[src/rtl/hazard_ctrl.sv]
// hazard_ctrl: stall/flush/forwarding control for the five-stage RV32I pipeline.
// Covers load-use, taken branches resolved in Execute, and multi-cycle data
// memory accesses with a watchdog that aborts a stuck access.
module hazard_ctrl #(
    parameter int TIMEOUT = 16,
    parameter int CNT_W   = 32
) (
    input  logic             clk,
    input  logic             rst,
    input  logic [4:0]       Rs1D,
    input  logic [4:0]       Rs2D,
    input  logic [4:0]       Rs1E,
    input  logic [4:0]       Rs2E,
    input  logic [4:0]       RdE,
    input  logic             ResultSrcE0,
    input  logic             PCSrcE,
    input  logic [4:0]       RdM,
    input  logic [4:0]       RdW,
    input  logic             RegWriteM,
    input  logic             RegWriteW,
    input  logic             MemReqM,
    input  logic             MemReadyM,
    output logic             StallF,
    output logic             StallD,
    output logic             StallE,
    output logic             StallM,
    output logic             FlushF,
    output logic             FlushE,
    output logic             FlushW,
    output logic [1:0]       ForwardAE,
    output logic [1:0]       ForwardBE,
    output logic             MemErr,
    output logic [CNT_W-1:0] StallCount,
    output logic [CNT_W-1:0] FlushCount
);

    localparam int WCW = (TIMEOUT > 2) ? $clog2(TIMEOUT) : 1;
    localparam logic [WCW-1:0] WAIT_LAST = WCW'(TIMEOUT - 1);

    typedef enum logic [1:0] {
        S_IDLE  = 2'd0,
        S_WAIT  = 2'd1,
        S_ABORT = 2'd2
    } state_t;

    state_t           state_q, state_d;
    logic [WCW-1:0]   wait_cnt_q, wait_cnt_d;
    logic             mem_err_q, mem_err_d;
    logic [CNT_W-1:0] stall_cnt_q, stall_cnt_d;
    logic [CNT_W-1:0] flush_cnt_q, flush_cnt_d;
    logic             mem_stall;
    logic             lw_stall;
    logic [1:0]       fwd_a, fwd_b;

    // Memory stage wins over Writeback since it holds the younger result; x0 never forwards.
    function automatic logic [1:0] fwd_sel(input logic [4:0] rs);
        if (RegWriteM && RdM != 5'd0 && RdM == rs)      return 2'b10;
        else if (RegWriteW && RdW != 5'd0 && RdW == rs) return 2'b01;
        else                                            return 2'b00;
    endfunction

    // Operand forwarding selects and load-use detection.
    always_comb begin
        fwd_a    = fwd_sel(Rs1E);
        fwd_b    = fwd_sel(Rs2E);
        lw_stall = ResultSrcE0 && RdE != 5'd0 && (Rs1D == RdE || Rs2D == RdE);
    end

    // Memory access FSM next state; ready always beats the timeout check.
    always_comb begin
        state_d    = state_q;
        wait_cnt_d = wait_cnt_q;
        mem_stall  = 1'b0;
        case (state_q)
            S_IDLE: begin
                mem_stall = MemReqM & ~MemReadyM;
                if (mem_stall) begin
                    state_d    = S_WAIT;
                    wait_cnt_d = '0;
                end
            end
            S_WAIT: begin
                mem_stall = ~MemReadyM;
                if (MemReadyM)                    state_d = S_IDLE;
                else if (wait_cnt_q == WAIT_LAST) state_d = S_ABORT;
                else                              wait_cnt_d = wait_cnt_q + WCW'(1);
            end
            S_ABORT: state_d = S_IDLE;
            default: state_d = S_IDLE;
        endcase
        mem_err_d = (state_d == S_ABORT);
    end

    // Stall/flush outputs; a memory stall freezes everything and overrides branch/load-use.
    always_comb begin
        StallF    = 1'b0;
        StallD    = 1'b0;
        StallE    = 1'b0;
        StallM    = 1'b0;
        FlushF    = 1'b0;
        FlushE    = 1'b0;
        FlushW    = 1'b0;
        ForwardAE = 2'b00;
        ForwardBE = 2'b00;
        if (!rst) begin
            ForwardAE = fwd_a;
            ForwardBE = fwd_b;
            if (mem_stall) begin
                StallF = 1'b1;
                StallD = 1'b1;
                StallE = 1'b1;
                StallM = 1'b1;
                FlushW = 1'b1;
            end else begin
                StallD = lw_stall;
                // PC must still load the branch target when both hazards coincide.
                StallF = lw_stall & ~PCSrcE;
                FlushF = PCSrcE;
                FlushE = lw_stall | PCSrcE;
                FlushW = (state_q == S_ABORT);
            end
        end
    end

    // Performance counters, wrapping naturally.
    always_comb begin
        stall_cnt_d = stall_cnt_q + CNT_W'(StallF);
        flush_cnt_d = flush_cnt_q + CNT_W'(FlushF);
    end

    // State, watchdog, error pulse and counter registers.
    always_ff @(posedge clk or posedge rst) begin
        if (rst) begin
            state_q     <= S_IDLE;
            wait_cnt_q  <= '0;
            mem_err_q   <= 1'b0;
            stall_cnt_q <= '0;
            flush_cnt_q <= '0;
        end else begin
            state_q     <= state_d;
            wait_cnt_q  <= wait_cnt_d;
            mem_err_q   <= mem_err_d;
            stall_cnt_q <= stall_cnt_d;
            flush_cnt_q <= flush_cnt_d;
        end
    end

    assign MemErr     = mem_err_q;
    assign StallCount = stall_cnt_q;
    assign FlushCount = flush_cnt_q;

endmodule

[config.mk]
export PLATFORM = sky130hd
export DESIGN_NAME = hazard_ctrl
export DESIGN_NICKNAME = d
export VERILOG_FILES = /design/src/rtl/hazard_ctrl.sv
export SDC_FILE = /design/constraint.sdc
export NUM_CORES = 1
export LEC_CHECK = 0
export ABC_AREA = 1
export CAP_MARGIN = 30
export CORE_MARGIN = 1.5
export CORE_UTILIZATION = 49
export DETAILED_ROUTE_END_ITERATION = 10
export PLACE_DENSITY = 0.81
export SYNTH_ARGS = -nofsm -noshare
export SYNTH_HDL_FRONTEND = slang
export SYNTH_SLANG_ARGS = --single-unit
[constraint.sdc]
create_clock -name clk -period 3.45 [get_ports clk]
set_clock_uncertainty 0.15 [all_clocks]
set_input_delay 0.5175 -clock clk [delete_from_list [all_inputs] [get_ports clk]]
set_output_delay 0.5175 -clock clk [all_outputs]
set_load 0.005 [all_outputs]
==> results of run 1 <==
worst max-delay path, cell delays in order:
cell and delay, ns:
clkdlybuf4s50_1 0.49, inv_1 0.08, nand2_1 0.10, nor3_1 0.21, nor2_1 0.11, nor2_1 0.17, inv_1 0.08, o21ai_0 0.07
clkdlybuf4s50_1 0.55
area by class of cell:
| cell class | count | area [sq um] | share of cell area, % |
|---|---|---|---|
| multi-input cells | 407 | 2301 | 39.19 |
| flip-flops and latches | 71 | 1777 | 30.26 |
| repair buffers | 122 | 1211 | 20.63 |
| inverters | 71 | 270.3 | 4.603 |
| well taps | 108 | 135.1 | 2.301 |
| clock buffers | 10 | 127.6 | 2.173 |
| clock inverters | 5 | 50.05 | 0.8523 |
routing by layer:
layer | vias up | global-route usage, % | wire, um
li1 | 1985 | - | -
met1 | 1880 | 29.92 | 4865
met2 | 128 | 41.53 | 5441
met3 | 27 | 5.683 | 558
met4 | 0 | 9.011 | 238
met5 | - | 0 | 0
synthesized netlist by cell type (all sizes together):
cell type and count:
nor4 2, nand4 9, nor3 29, o21ai 7
a22oi 1, and3 2, nand2 149, o22ai 2
dfrtp 71, nor2 85, xor2 43, a21oi 6
buf 2, nor3b 1, o31ai 2, xnor2 24
nand3 30, ha 5, and2 2, or2 2
nand3b 6, inv 71
power groups by stage:
stage,sequential [W],clock [W],combinational [W]
floorplan,0.000981,0,0.000136
global placement,0.000982,0,0.000359
detailed placement,0.000987,0,0.000370
CTS,0.000972,0.000644,0.000370
global route,0.000982,0.000678,0.000397
finish,0.000971,0.000630,0.000364
how the worst max path moves through the flow:
stage / start / end / slack (ns)
after global placement: MemReadyM / FlushCount[16] / 0.22
after CTS: MemReadyM / StallF / 0.40
after global routing: MemReadyM / StallCount[24] / 0.21
after floorplan: rst / StallCount[16] / 0.27
final: MemReadyM / StallD / 0.41
after detailed placement: MemReadyM / FlushCount[16] / 0.12
registers in the layout (all words and copies together), names as in the netlist:
register	flops
FlushCount	32
StallCount	32
state_q	2
wait_cnt_q	4
MemErr	1
metrics by stage:
step	cells	power (W)	utilization (%)	hold WS, ns	setup slack, ns
2_1_floorplan	551	0.001117	-	0.3176	0.2734
3_3_place_gp	779	0.001342	65.61	0.3105	0.2216
3_5_place_dp	779	0.001356	65.61	0.3239	0.1151
4_1_cts	794	0.001987	67.66	0.3338	0.4030
5_1_grt	794	0.002057	67.66	0.3465	0.2087
6_report	794	0.001965	67.66	0.3227	0.4089
cells by family after synthesis:
family                     count (synthesis)  synth area share, %
AOI/OAI and AO/OA                         18                2.613
buffers and inverters                     73                6.404
DFF                                       71                40.78
xor gates and xnor gates                  67                13.64
adders and majority gates                  5                1.436
and+or+nand+nor                          317                35.12
==> metrics.md, run 1 <==
| Metric | Value |
|---|---|
| R2R Path Start | `state_q[1]` |
| Layout Nets | `730` |
| Clk slew on worst S/H paths | `roughly 0.07 ns` |
| Worst min-delay path class | `reg -> reg` |
| Final Hold Vio Count | `0` |
| Remaining DRCs | `0` |
| VDD IR max | `0.2662 mV` |
| Sequential area share after synthesis | `approximately 41%` |
| Total track usage | `24.27%` |
| Root Buffer | `clkbuf_8` |
| Hold path cells | `1` |
| WHS Endpoint | `StallCount[31]` |
| # setup viols final | `0` |
| Least-Margin Pin Slew | `around 0.7 ns` |
| Routability cong. | `~0.92` |
| TritonRoute pass-1 iters | `4` |
| Share of post-route cells with drive strength above 1 | `under 10%` |
| Antenna cell count | `0` |
| Total CTS buffers | `9` |
| DRT Wirelength | `between 10000 and 15000 um` |
| Initial Utilization | `50.20%` |
| Startpoint Class | `primary input` |
| Ranking of synthesized cells by area | `dfrtp_1, nand2_1, xor2_1, nor2_1, inv_1` |
| Clock power frac | `32.1%` |
| IO Pins | `roughly 120` |
| Postcts setup bufs | `0` |
| Input/output buffers | `118` |
| Top-area cell type share of the netlist area | `roughly 40%` |
| Synthesis Warnings | `0` |
| CP arrival | `2.37 ns` |
| Logic pwr share | `18.5%` |
| Worst reg2reg setup slack | `approximately 0.74 ns` |
| Tmin final | `a little over 3 ns` |
| Sw Ratio | `a little over a quarter` |
| Sum of negative setup slack | `0 ns` |
| Fmax | `328.8 MHz` |
| Relative slew slack | `54.45%` |
| Critical Path RT | `around 2.8 ns` |
| Die ar. | `9466 sq um` |
| Hold Path Origin | `StallCount[31]` |
| Area post-placement | `5694 sq um` |
| DR iter-0 viols | `roughly 200` |
| Maximum root-to-sink buffer count | `2` |
| Crit end category | `output port` |
| PostCTS Resize Cnt | `0` |
| Post-Synthesis Cells | `roughly 550` |
| HPWL Detailed | `8925 um` |
| Leak Pwr | `2.609 nW` |
| Number of hold buffers added after CTS | `0` |
| Fillers | `770` |
| Global-route wire length before repair | `18600 um` |
| Die width | `97.30 um` |
| Skew-Pair Late Insertion Delay | `0.34 ns` |
| Area growth from synthesis to layout | `34.78%` |
| Internal power | `0.001432 W` |
| Std-Cell Core Area | `8678 sq um` |
| Vias after detailed routing | `4020` |
| Sequential share of power | `between 40% and 50%` |
| Max-cap violations | `0` |
| RSZ-0062 raised after global routing | `false` |
| CP max FO | `4` |
| Largest net degree at the start of global routing | `56` |
| H-tree lvl count | `3` |
| Largest area contributor in the netlist | `dfrtp_1` |
| WL/cell | `about 14 um` |
| FF-to-FF path depth | `14` |
| Cell Pwr Density | `334.7 nW/um^2` |
| Via count of the first global-routing pass | `4052` |
| Outcome | `finished clean` |
| Max Slew Vio Count | `0` |
| Remaining global-route overflow | `0` |
| Post-Syn Area per Cell | `7.907 sq um` |
| #FFs+latches synth | `71` |
| Synth unique cells | `35` |
| Initial antenna violation count | `0` |
| Die Y | `97.30 um` |
| CP Class | `in -> out` |
| Row count | `34` |
| Commonest non-fill, non-tap cells in the layout | `nand2_1, clkdlybuf4s50_1, nor2_1` |
| Final instance area | `5872 sq um` |
| P_sw | `0.0005335 W` |
| Final cycle utilization of the critical path | `between 80% and 90%` |
| Total clock sinks | `slightly above 70` |
| Synth Net Count | `599` |
| Post-synthesis cell area | `4357 sq um` |
| Reg2reg end | `StallCount[24]` |
| Via/cell ratio | `5.063` |
| CTS tree | `built` |
| Commonest non-fill, non-tap cell in the layout | `nand2_1` |
| Antenna viol nets, final | `0` |
Note: power is estimated with default switching activity, not from simulation.
==> inputs of run 2 (changes only) <==
--- a/config.mk
+++ b/config.mk
@@ -6,7 +6,6 @@
 export NUM_CORES = 1
 export LEC_CHECK = 0
 export ABC_AREA = 1
-export CAP_MARGIN = 30
 export CORE_MARGIN = 1.5
 export CORE_UTILIZATION = 49
 export DETAILED_ROUTE_END_ITERATION = 10
==> results of run 2 <==
Same layout as run 1: the final DEF is identical, and so are final timing and power.
==> inputs of run 3 (changes only) <==
--- a/config.mk
+++ b/config.mk
@@ -7,9 +7,9 @@
 export LEC_CHECK = 0
 export ABC_AREA = 1
 export CORE_MARGIN = 1.5
-export CORE_UTILIZATION = 49
+export CORE_UTILIZATION = 42
 export DETAILED_ROUTE_END_ITERATION = 10
-export PLACE_DENSITY = 0.81
+export PLACE_DENSITY = 0.71
 export SYNTH_ARGS = -nofsm -noshare
 export SYNTH_HDL_FRONTEND = slang
 export SYNTH_SLANG_ARGS = --single-unit
==> metrics.md, run 3 (same netlist as run 1, synthesis figures left out) <==
| Metric | Value |
|---|---|
| Routability cong. | `0.9015 (-2.2%)` |
| R2R Path Start | `state_q[1]` |
| Via/cell ratio | `4.890 (-3.4%)` |
| Commonest non-fill, non-tap cell in the layout | `nand2_1` |
| CP max stage cell | `clkdlybuf4s50_1` |
| Layout Nets | `729 (-0.14%)` |
| Hold slack | `0.3359 ns (+0.01320 ns)` |
| Startpoint Class | `primary input` |
| # setup viols final | `0 (unchanged)` |
| Std-Cell Core Area | `9910 sq um (+14%)` |
| CTS tree | `built` |
| WHS Endpoint | `StallCount[31]` |
| RSZ-0062 raised after global routing | `false` |
| Initial antenna violation count | `0 (unchanged)` |
| DR iter-0 viols | `175 (-11%)` |
| Post-layout util | `59.36% (-8.3 points)` |
| FF-to-FF path depth | `12 (-2)` |
| Vias after detailed routing | `3995 (-0.62%)` |
| Remaining global-route overflow | `0 (unchanged)` |
| Antenna viol nets, final | `0 (unchanged)` |
| Initial Utilization | `43.96% (-6.2 points)` |
| Die width | `104.9 um (+7.8%)` |
| Number of hold buffers added after CTS | `0 (unchanged)` |
| Clk slew on worst S/H paths | `0.07 ns (about the same)` |
| Global-route wire length before repair | `19350 um (+4.1%)` |
| DRT Wirelength | `11160 um (+0.49%)` |
| Reg2reg end | `StallCount[20]` |
| CP arrival | `2.35 ns (-0.02 ns)` |
| CP max FO | `3 (-1)` |
| WP buf/inv | `4 (unchanged)` |
| IO Pins | `119 (unchanged)` |
| Via count of the first global-routing pass | `4050 (-0.049%)` |
| HPWL Detailed | `8888 um (-0.42%)` |
| Maximum root-to-sink buffer count | `2 (unchanged)` |
| PostCTS Resize Cnt | `0 (unchanged)` |
| Input/output buffers | `118 (unchanged)` |
| Worst path top cell family by delay | `buffers and inverters` |
| Skew-Pair Late Insertion Delay | `0.34 ns (about the same)` |
| VDD IR max | `0.2843 mV (+6.8%)` |
| Fillers | `931 (+21%)` |
| Final Hold Vio Count | `0 (unchanged)` |
| Crit end category | `output port` |
| Placement Setup Slack | `0.1697 ns (+0.05455 ns)` |
| Antenna cell count | `0 (unchanged)` |
| Total clock sinks | `71 (unchanged)` |
| Sum of negative setup slack | `0 ns (unchanged)` |
| Final instance area | `5882 sq um (+0.17%)` |
| Postcts setup bufs | `0 (unchanged)` |
| Worst path cell trace | `clkdlybuf4s50_1 -> inv_1 -> nand2_1 -> nor3_1 -> nor2_1 -> nor2_1 -> inv_1 -> nand2_1 -> clkdlybuf4s50_1` |
| Row count | `36 (+5.9%)` |
| Largest net degree at the start of global routing | `72 (+29%)` |
| Share of post-route cells with drive strength above 1 | `8.772% (-0.41 points)` |
| TritonRoute pass-1 iters | `4 (unchanged)` |
| Cell Pwr Density | `324.3 nW/um^2 (-3.1%)` |
| Root Buffer | `clkbuf_8` |
| Tmin final | `3.015 ns (-0.02585 ns)` |
| Final WS setup | `0.4348 ns (+0.02585 ns)` |
| Delay of the slowest cell on the worst path | `0.52 ns (-0.03 ns)` |
| Fmax | `331.6 MHz (+0.86%)` |
| Remaining DRCs | `0 (unchanged)` |
| WL/cell | `13.66 um (-2.3%)` |
| Hold path cells | `1 (unchanged)` |
| Final cycle utilization of the critical path | `87.40% (-0.75 points)` |
| Area post-placement | `5718 sq um (+0.42%)` |
| CP Class | `in -> out` |
| Outcome | `finished clean` |
| Max-cap violations | `0 (unchanged)` |
| Total CTS buffers | `9 (unchanged)` |
| Worst min-delay path class | `reg -> reg` |
| Die Y | `104.9 um (+7.8%)` |
| Critical Path RT | `2.78 ns (about the same)` |
| Worst reg2reg setup slack | `0.70 ns (-0.04 ns)` |
| Area growth from synthesis to layout | `35.01%` |
| Max Slew Vio Count | `0 (unchanged)` |
| Least-Margin Pin Slew | `0.8927 ns (+0.2095 ns)` |
| Die ar. | `10990 sq um (+16%)` |
| Leak Pwr | `2.593 nW (-0.60%)` |
| Commonest non-fill, non-tap cells in the layout | `nand2_1, clkdlybuf4s50_1, nor2_1` |
| H-tree lvl count | `3 (unchanged)` |
| Total track usage | `21.92% (-2.3 points)` |
| Hold Path Origin | `StallCount[31]` |
| Relative slew slack | `40.49% (-14 points)` |
-- run 3: worst max-delay path by stage --
stage,start,to,slack [ns],cells after the start
2_1_floorplan,rst,StallCount[16],0.27,10
3_3_place_gp,MemReadyM,StallCount[24],0.28,17
3_5_place_dp,MemReadyM,StallCount[20],0.17,15
4_1_cts,MemReadyM,StallF,0.43,9
5_1_grt,MemReadyM,StallF,0.26,9
6_report,MemReadyM,StallF,0.43,9
-- run 3: power breakdown --
part           total (W)  internal, W  switching [W]
Clock           0.000581     0.000292       0.000289
Combinational   0.000359     0.000210       0.000148
Sequential      0.000968     0.000895      0.0000722
Total            0.00191      0.00140       0.000509
-- run 3: area by class of cell --
cell class,count,area (sq um),area share [%]
clock buffer,13,158.9,2.702
inverter,71,270.3,4.595
sequential,71,1777,30.21
tap,133,166.4,2.829
multi-input combinational,407,2301,39.12
timing repair buffer,121,1204,20.46
clock inverter,1,5.005,0.08509
-- run 3: worst reg2reg max path, delay by kind of cell (launching register included) --
kind / cells / cell delay [ns]
buffers and inverters: 1 / 0.07
adder cells (fa/ha/maj): 2 / 0.37
AND/OR/NAND/NOR: 8 / 1.39
XOR/XNOR: 1 / 0.19
flip-flops: 1 / 0.50
-- run 3: metrics by stage --
stage,power [W],instances
after CTS,0.001934,817
final,0.001907,817
after global placement,0.001337,803
after floorplan,0.001117,551
after global routing,0.002015,817
after detailed placement,0.001346,803
-- run 3: metal layers --
metal	vias to the layer above	track usage, %	wire, um
met5	-	0	0
met4	0	7.339	272
met3	27	4.803	639
met2	123	34.27	5046
met1	1854	30.09	5199
li1	1991	-	-
